==> src/rtl/pc_seq_pkg.sv <==
// Shared encodings for the PC sequencer: pc_sel codes, FSM states, default vectors.
package pc_seq_pkg;

    localparam int unsigned XLEN     = 32;
    localparam int unsigned PC_SEL_W = 2;

    localparam logic [PC_SEL_W-1:0] PC_SEL_SEQ  = 2'b00;
    localparam logic [PC_SEL_W-1:0] PC_SEL_BR   = 2'b01;
    localparam logic [PC_SEL_W-1:0] PC_SEL_JAL  = 2'b10;
    localparam logic [PC_SEL_W-1:0] PC_SEL_JALR = 2'b11;

    typedef enum logic [1:0] {
        IDLE   = 2'b00,
        FETCH  = 2'b01,
        EXEC   = 2'b10,
        HALTED = 2'b11
    } state_e;

    localparam logic [XLEN-1:0] PC_RESET_DEFAULT    = 32'h0000_0000;
    localparam logic [XLEN-1:0] PC_TRAP_VEC_DEFAULT = 32'h0000_0100;

endpackage

==> src/rtl/pc_sequencer_if.sv <==
// Decode/branch-compare and instruction-memory signals seen by the PC sequencer.
interface pc_sequencer_if;
    import pc_seq_pkg::*;

    logic [PC_SEL_W-1:0] pc_sel;
    logic                branch_taken;
    logic [XLEN-1:0]     imm;
    logic [XLEN-1:0]     rs1_value;
    logic                stall;
    logic                halt;
    logic                fetch_req;
    logic [XLEN-1:0]     fetch_addr;
    logic                fetch_ack;
    logic [XLEN-1:0]     pc;
    logic [XLEN-1:0]     pc4;
    logic                exec_valid;
    logic                retire;
    logic                trap;

    modport master (
        input  pc_sel, branch_taken, imm, rs1_value, stall, halt, fetch_ack,
        output fetch_req, fetch_addr, pc, pc4, exec_valid, retire, trap
    );

    modport slave (
        output pc_sel, branch_taken, imm, rs1_value, stall, halt, fetch_ack,
        input  fetch_req, fetch_addr, pc, pc4, exec_valid, retire, trap
    );

endinterface

==> src/rtl/next_pc_calc.sv <==
// Next-PC candidate adders: sequential, PC-relative and register-indirect targets.
module next_pc_calc
    import pc_seq_pkg::*;
(
    input  logic [XLEN-1:0] pc,
    input  logic [XLEN-1:0] imm,
    input  logic [XLEN-1:0] rs1_value,
    output logic [XLEN-1:0] pc4_c,
    output logic [XLEN-1:0] pc_imm_c,
    output logic [XLEN-1:0] jalr_tgt_c
);

    // All sums wrap modulo 2^32; JALR target has bit0 forced low.
    assign pc4_c      = pc + XLEN'(4);
    assign pc_imm_c   = pc + imm;
    assign jalr_tgt_c = (rs1_value + imm) & 32'hFFFF_FFFE;

endmodule

==> src/rtl/pc_sequencer.sv <==
// Architectural PC register and fetch/execute/commit sequencer for the RV32I core.
// Optional misaligned-redirect trap enabled by defining PC_MISALIGN_TRAP_EN.
module pc_sequencer
    import pc_seq_pkg::*;
#(
    parameter logic [XLEN-1:0] RESET_PC = PC_RESET_DEFAULT,
    parameter logic [XLEN-1:0] TRAP_VEC = PC_TRAP_VEC_DEFAULT
) (
    input  logic            clk,
    input  logic            rst,
    pc_sequencer_if.master  bus
);

    state_e          state_q, state_d;
    logic [XLEN-1:0] pc_q, pc_d;
    logic            fetch_req_q, fetch_req_d;
    logic            exec_valid_q, exec_valid_d;
    logic            retire_q, retire_d;
    logic            trap_q, trap_d;

    logic            commit_c;
    logic            redirect_c;
    logic [XLEN-1:0] npc_c;
    logic [XLEN-1:0] pc4_c;
    logic [XLEN-1:0] pc_imm_c;
    logic [XLEN-1:0] jalr_tgt_c;

    next_pc_calc u_next_pc_calc (
        .pc         (pc_q),
        .imm        (bus.imm),
        .rs1_value  (bus.rs1_value),
        .pc4_c      (pc4_c),
        .pc_imm_c   (pc_imm_c),
        .jalr_tgt_c (jalr_tgt_c)
    );

    always_ff @(posedge clk or posedge rst) begin
        if (rst) begin
            state_q <= IDLE;
        end else begin
            state_q <= state_d;
        end
    end

    always_comb begin
        state_d  = state_q;
        commit_c = 1'b0;
        case (state_q)
            IDLE:   state_d = FETCH;
            FETCH:  if (bus.fetch_ack) state_d = EXEC;
            EXEC: begin
                if (!bus.stall) begin
                    commit_c = 1'b1;
                    state_d  = bus.halt ? HALTED : FETCH;
                end
            end
            HALTED: state_d = HALTED;
            default: state_d = IDLE;
        endcase
    end

    always_comb begin
        npc_c      = pc4_c;
        redirect_c = 1'b0;
        case (bus.pc_sel)
            PC_SEL_BR: begin
                if (bus.branch_taken) begin
                    npc_c      = pc_imm_c;
                    redirect_c = 1'b1;
                end
            end
            PC_SEL_JAL: begin
                npc_c      = pc_imm_c;
                redirect_c = 1'b1;
            end
            PC_SEL_JALR: begin
                npc_c      = jalr_tgt_c;
                redirect_c = 1'b1;
            end
            default: npc_c = pc4_c;
        endcase

        pc_d         = pc_q;
        trap_d       = 1'b0;
        retire_d     = commit_c;
        fetch_req_d  = (state_d == FETCH);
        exec_valid_d = (state_d == EXEC);
        if (commit_c) begin
            pc_d = npc_c;
`ifdef PC_MISALIGN_TRAP_EN
            if (redirect_c && npc_c[1]) begin
                pc_d   = TRAP_VEC;
                trap_d = 1'b1;
            end
`endif
        end
    end

`ifndef PC_MISALIGN_TRAP_EN
    logic unused_trap_cfg;
    assign unused_trap_cfg = redirect_c ^ (^TRAP_VEC);
`endif

    // Strobes are registered from the next state, so they line up with the state they describe.
    always_ff @(posedge clk or posedge rst) begin
        if (rst) begin
            pc_q         <= RESET_PC;
            fetch_req_q  <= 1'b0;
            exec_valid_q <= 1'b0;
            retire_q     <= 1'b0;
            trap_q       <= 1'b0;
        end else begin
            pc_q         <= pc_d;
            fetch_req_q  <= fetch_req_d;
            exec_valid_q <= exec_valid_d;
            retire_q     <= retire_d;
            trap_q       <= trap_d;
        end
    end

    assign bus.pc         = pc_q;
    assign bus.fetch_addr = pc_q;
    assign bus.pc4        = pc4_c;
    assign bus.fetch_req  = fetch_req_q;
    assign bus.exec_valid = exec_valid_q;
    assign bus.retire     = retire_q;
    assign bus.trap       = trap_q;

endmodule

==> src/flat_wrapper.sv <==
// flat-port wrapper written by rule: the top's interface ports become plain ports
module pc_sequencer_flat import pc_seq_pkg::*;
#(
    parameter logic [XLEN-1:0] RESET_PC = PC_RESET_DEFAULT,
    parameter logic [XLEN-1:0] TRAP_VEC = PC_TRAP_VEC_DEFAULT
)
  (clk, rst, bus_pc_sel, bus_branch_taken, bus_imm, bus_rs1_value, bus_stall, bus_halt, bus_fetch_ack, bus_fetch_req, bus_fetch_addr, bus_pc, bus_pc4, bus_exec_valid, bus_retire, bus_trap);
  pc_sequencer_if bus_i ();
  input  logic clk;
  input  logic rst;
  input wire logic [$bits(bus_i.pc_sel)-1:0] bus_pc_sel;
  input wire logic [$bits(bus_i.branch_taken)-1:0] bus_branch_taken;
  input wire logic [$bits(bus_i.imm)-1:0] bus_imm;
  input wire logic [$bits(bus_i.rs1_value)-1:0] bus_rs1_value;
  input wire logic [$bits(bus_i.stall)-1:0] bus_stall;
  input wire logic [$bits(bus_i.halt)-1:0] bus_halt;
  input wire logic [$bits(bus_i.fetch_ack)-1:0] bus_fetch_ack;
  output wire logic [$bits(bus_i.fetch_req)-1:0] bus_fetch_req;
  output wire logic [$bits(bus_i.fetch_addr)-1:0] bus_fetch_addr;
  output wire logic [$bits(bus_i.pc)-1:0] bus_pc;
  output wire logic [$bits(bus_i.pc4)-1:0] bus_pc4;
  output wire logic [$bits(bus_i.exec_valid)-1:0] bus_exec_valid;
  output wire logic [$bits(bus_i.retire)-1:0] bus_retire;
  output wire logic [$bits(bus_i.trap)-1:0] bus_trap;
  assign bus_i.pc_sel = bus_pc_sel;
  assign bus_i.branch_taken = bus_branch_taken;
  assign bus_i.imm = bus_imm;
  assign bus_i.rs1_value = bus_rs1_value;
  assign bus_i.stall = bus_stall;
  assign bus_i.halt = bus_halt;
  assign bus_i.fetch_ack = bus_fetch_ack;
  assign bus_fetch_req = bus_i.fetch_req;
  assign bus_fetch_addr = bus_i.fetch_addr;
  assign bus_pc = bus_i.pc;
  assign bus_pc4 = bus_i.pc4;
  assign bus_exec_valid = bus_i.exec_valid;
  assign bus_retire = bus_i.retire;
  assign bus_trap = bus_i.trap;
  pc_sequencer #(.RESET_PC(RESET_PC), .TRAP_VEC(TRAP_VEC)) u_core (.clk(clk), .rst(rst), .bus(bus_i));
endmodule
==> config.mk <==
export PLATFORM = sky130hd
export DESIGN_NAME = pc_sequencer_flat
export DESIGN_NICKNAME = d
export VERILOG_FILES = /design/src/rtl/pc_seq_pkg.sv /design/src/rtl/pc_sequencer_if.sv /design/src/rtl/next_pc_calc.sv /design/src/rtl/pc_sequencer.sv /design/src/flat_wrapper.sv
export SDC_FILE = /design/constraint.sdc
export NUM_CORES = 1
export LEC_CHECK = 0
export ABC_AREA = 1
export BUFFER_PORTS_ARGS = -buffer_cell sky130_fd_sc_hd__buf_2
export CAP_MARGIN = 20
export CORE_ASPECT_RATIO = 0.8
export CORE_MARGIN = 5
export CORE_UTILIZATION = 40
export DETAILED_ROUTE_END_ITERATION = 8
export GPL_ROUTABILITY_DRIVEN = 1
export REMOVE_ABC_BUFFERS = 1
export SLEW_MARGIN = 20
export SYNTH_ARGS = -nofsm -noshare
export SYNTH_HDL_FRONTEND = slang
export SYNTH_SLANG_ARGS = --single-unit
==> constraint.sdc <==
create_clock -name clk -period 5.46 [get_ports clk]
set_input_delay 0.546 -clock clk [delete_from_list [all_inputs] [get_ports clk]]
set_output_delay 0.546 -clock clk [all_outputs]
set_load 0.1 [all_outputs]
Yosys cells after proc, flatten, opt, wreduce, memory -nomap -nowiden. Index checks and enable logic that the tools add are counted.

Output and inout bits: 100. Input port bits: 72. Register bits: 37.

Multiplexer cells: 8. Reductions and logical operators: 1. Equal/unequal tests: 8. Add/sub/neg operators: 3.

Operators by type and width (count): $pmux W32 S3 (1); $add A32 B32 Y32 (2); $add A32 B3 Y32 const B (1); $mux W32 (1); $eq A2 B2 Y1 const B (5); $pmux W2 S4 (1); $eq A2 B1 Y1 const B (3); $mux W2 (3); $logic_not A2 Y1 (1); $mux W1 (2).

Depth between registers and ports, before layout.
Depth in word-level cells: 4. Depth in mapped cells: 16. Depth with buffers taken out: 16.

Hierarchy. From an unflattened synthesis, not the netlist that was laid out.

Cells, all modules: 1707. Area total of the unflattened synthesis: 8727.1 µm².

Modules (own cells, without submodules): next_pc_calc (times used 1, seq. area each 0.0 µm², cells each 1120, area each 5400.2 µm²); pc_sequencer (times used 1, seq. area each 925.9 µm², cells each 587, area each 3326.9 µm²).

Worst setup path before layout. No wires, ideal clock.

Kind: reg2out. From: reg u_core.pc_q[2] (netlist: u_core.bus.fetch_addr[2]). To: out bus_pc4[16]. Arrival: 3151 ps. Cell stages (with the launch flop): 5. Path buffers: 0. Required time: 4914 ps. Path slack: 1763 ps. Cell sequence: dfrtp_1 ha_1 nand2_1 nor2_1 xor2_1.

Longest elaborated chain between the ends: 1.

RTL lines: start: declaration (line pc_sequencer.sv:15) `logic [XLEN-1:0] pc_q, pc_d;`; start signal: assignment (line pc_sequencer.sv:113) `pc_q <= pc_d;`; $add A32 B3 Y32 (line next_pc_calc.sv:14) `assign pc4_c = pc + XLEN'(4);`; end: declaration (line flat_wrapper.sv:21) `output wire logic [$bits(bus_i.pc4)-1:0] bus_pc4;`.

Every way passes these cells.

Worst setup path after layout.
From: reg u_core.pc_q[2] (netlist: u_core.bus.fetch_addr[2]). To: out bus_pc4[18].

Same word-level chain as after synthesis.

==> impl_metrics.csv <==
group,metric,value,unit
run_status,outcome,"completed",
synthesis,synth_ff_type,"dfrtp_1",
layout,area_delta_synth_final,12.8,%
route,wl_per_cell,16.4,µm
cts,cts.sinks,37,
route,drt-total-wl,32200,µm
worst_setup_path,cpPeakStageDelay,0.57,ns
floorplanning,core_area,0.0198,mm²
placement,port_buffers,170,
route,drc,0,
worst_setup_path,worst-path-buf-inv,3,
timing,min_period,3.16,ns
synthesis,synthCells,1570,
timing,skew,0.00793,ns
global_route,overflow,0,
floorplanning,die_x,169,µm
timing,finalSetupTns,0,ns
timing,relSlewSlack,44.0,%
timing,rsz0062_at_grt,"false",
global_route,track_usage,27.3,%
floorplanning,rows,46,
worst_setup_path,rr_worst_depth,7,
route,drtIter0Drc,978,
global_route,grt_max_degree,40,
synthesis,ys_top_cells_by_area,"nand2_1 (29%), inv_1 (16%), dfrtp_1 (12%), ha_1 (9.6%), nand3_1 (8.0%)",
timing,report.final.setup_viol,0,
worst_setup_path,critPathMaxFanout,9,
worst_setup_path,critPathTopFamily,"buffers and inverters",
cts,cts_root_buffer,"clkbuf_16",
timing,period_share,57.8,%
global_route,grt_pass1_vias,8915,
timing,worst_pin_slew,0.835,ns
synthesis,synth_most_common_cell,"nand2_1",
cts,holdBufCountCts,0,
cts,cts_resized,0,
cts,h-tree-depth,2,
synthesis,yosys.area.top_type,"nand2_1",
cts,clkTransAtPathRegs,0.06,ns
worst_setup_path,rr_endpoint,"u_core.bus.fetch_addr[4]$_DFFE_PP0P_",
worst_setup_path,endpoint_kind,"output port",
synthesis,netlist-cell-type-count,41,
worst_setup_path,crit_arrival,2.61,ns
synthesis,async_flop_share,100,%
worst_setup_path,worst_path_max_delay_cell,"dfrtp_1",
floorplanning,fp.dieArea,0.0231,mm²
layout,drive_gt1_share,12.2,%
worst_setup_path,reg2reg_from,"u_core.state_q[0]$_DFF_PP0_",
floorplanning,die_h,137,µm
layout,diodes,0,
synthesis,synth_top_area_share,29.5,%
placement,hpwlAfterDp,27700,µm
synthesis,synth_seq_cells,37,
worst_setup_path,r2r_slack,2.90,ns
worst_setup_path,start_kind,"flop",
worst_setup_path,crit_type,"flop to output port",
synthesis,syn_area,0.00804,mm²
global_route,grt_pass1_wl,48900,µm
worst_setup_path,cp.depth,9,
timing,timing.fmax,0.317,GHz
cts,post-cts-setup-buffers,0,
synthesis,ys_seq_area_share,11.5,%
synthesis,synth_edf_count,0,
route,antenna_left,0,
cts,cts_max_path_buffers,2,
synthesis,synth_warnings,0,
cts,cts_tree,"yes",
synthesis,ys_top_cells_by_count,"nand2_1 (632), inv_1 (341), nand3_1 (129)",
route,vias,9623,
worst_setup_path,crit_required,4.91,ns
global_route,antenna_found_initial,0,
cts,clock_latency,0.28,ns
layout,nNetsFinal,1837,
run,maxCapViolCount,0,
timing,hold_violations,0,
placement,place_congestion,1.04,
min_path,hp-class,"input pin to async pin",
timing,final-max-slew-violation-count,0,
route,via_per_inst,4.89,
route,first_pass_iters,6,
floorplanning,initial_core_util,40.6,%
cts,numCtsBuffers,5,
synthesis,syn_area_per_cell,5.12,µm²
worst_setup_path,path_cells,"ha_1, nand3_2, nor2_2, inv_2, nor2_4, inv_2, nor2_4, xor2_2, buf_2",
floorplanning,io_pins,172,
==> worst register-to-register path, delay by kind of cell, from the launching register on <==
kind | cells | cell delay (ns)
buffers and inverters | 3 | 1.20
AO/OA/AOI/OAI | 3 | 0.68
flip-flops | 1 | 0.40
AND/OR/NAND/NOR | 1 | 0.18
==> cells by family after synthesis <==
kind of cell | Yosys count | share of synthesized area (%)
flip-flops | 37 | 11.5
adder cells (fa/ha/maj) | 64 | 10.1
AO/OA/AOI/OAI | 107 | 7.09
AND/OR/NAND/NOR | 941 | 48.3
XOR/XNOR | 22 | 2.49
other | 1 | 0.0466
buffers and inverters | 398 | 20.4
==> area by class of cell <==
class / instances / area, µm²
clock inverter: 3 / 21.3
timing repair buffer: 173 / 873
sequential: 37 / 926
multi-input combinational: 1135 / 5490
tap: 264 / 330
inverter: 349 / 1310
fill: 2313 / 10700
clock buffer: 5 / 125
==> through the flow <==
stage	setup slack (ns)	hold slack [ns]	std cells	util [%]	area, µm²
floorplan	1.08	0.473	1521	-	7710
global placement	2.48	0.505	1958	45.1	8920
detailed placement	2.48	0.510	1958	45.1	8920
CTS	2.30	0.387	1966	45.8	9070
global route	2.18	0.427	1966	45.8	9070
finish	2.30	0.371	1966	45.8	9070
==> metal layers <==
layer | vias to the layer above | global-route usage (%) | share of wire, %
li1 | 4995 | - | -
met2 | 357 | 42.0 | 41
met3 | 26 | 2.74 | 7.3
met1 | 4245 | 41.7 | 50
met4 | 0 | 4.60 | 1.4
met5 | - | 0 | 0
==> worst max-delay path by stage <==
stage                                         start                               endpoint
6_report       u_core.bus.fetch_addr[2]$_DFFE_PP0P_                            bus_pc4[18]
5_1_grt        u_core.bus.fetch_addr[2]$_DFFE_PP0P_                            bus_pc4[18]
4_1_cts        u_core.bus.fetch_addr[2]$_DFFE_PP0P_                            bus_pc4[18]
3_5_place_dp                          bus_pc_sel[1]  u_core.bus.fetch_addr[24]$_DFFE_PP0P_
3_3_place_gp                          bus_pc_sel[1]  u_core.bus.fetch_addr[26]$_DFFE_PP0P_
2_1_floorplan  u_core.bus.fetch_addr[2]$_DFFE_PP0P_                            bus_pc4[17]
==> cell usage in the layout, fill, tap and decap left out, types with 4 or more instances in the layout <==
cell,Yosys,routed
inv_2,6,6
and2_1,5,5
xor2_1,13,13
o21ai_1,5,5
o21ai_0,38,38
nor2_1,112,112
clkbuf_16,0,5
nand2_1,632,632
inv_1,341,341
a21oi_1,48,47
nand3b_1,12,12
buf_2,4,170
xnor2_1,8,8
ha_1,62,62
or2_2,5,5
nor3_2,3,4
nand3_1,129,129
dfrtp_1,37,37
o22ai_1,5,5
nand4_1,10,10
nor3_1,20,19
==> registers in the layout, summed over array words and instances, names as in the netlist <==
signal                 count
u_core.bus.retire          1
u_core.bus.fetch_addr     32
u_core.state_q             2
u_core.bus.fetch_req       1
u_core.bus.exec_valid      1
Power is not shown: default switching activity piles up to over one toggle a cycle in this logic, so the estimate is an artifact.
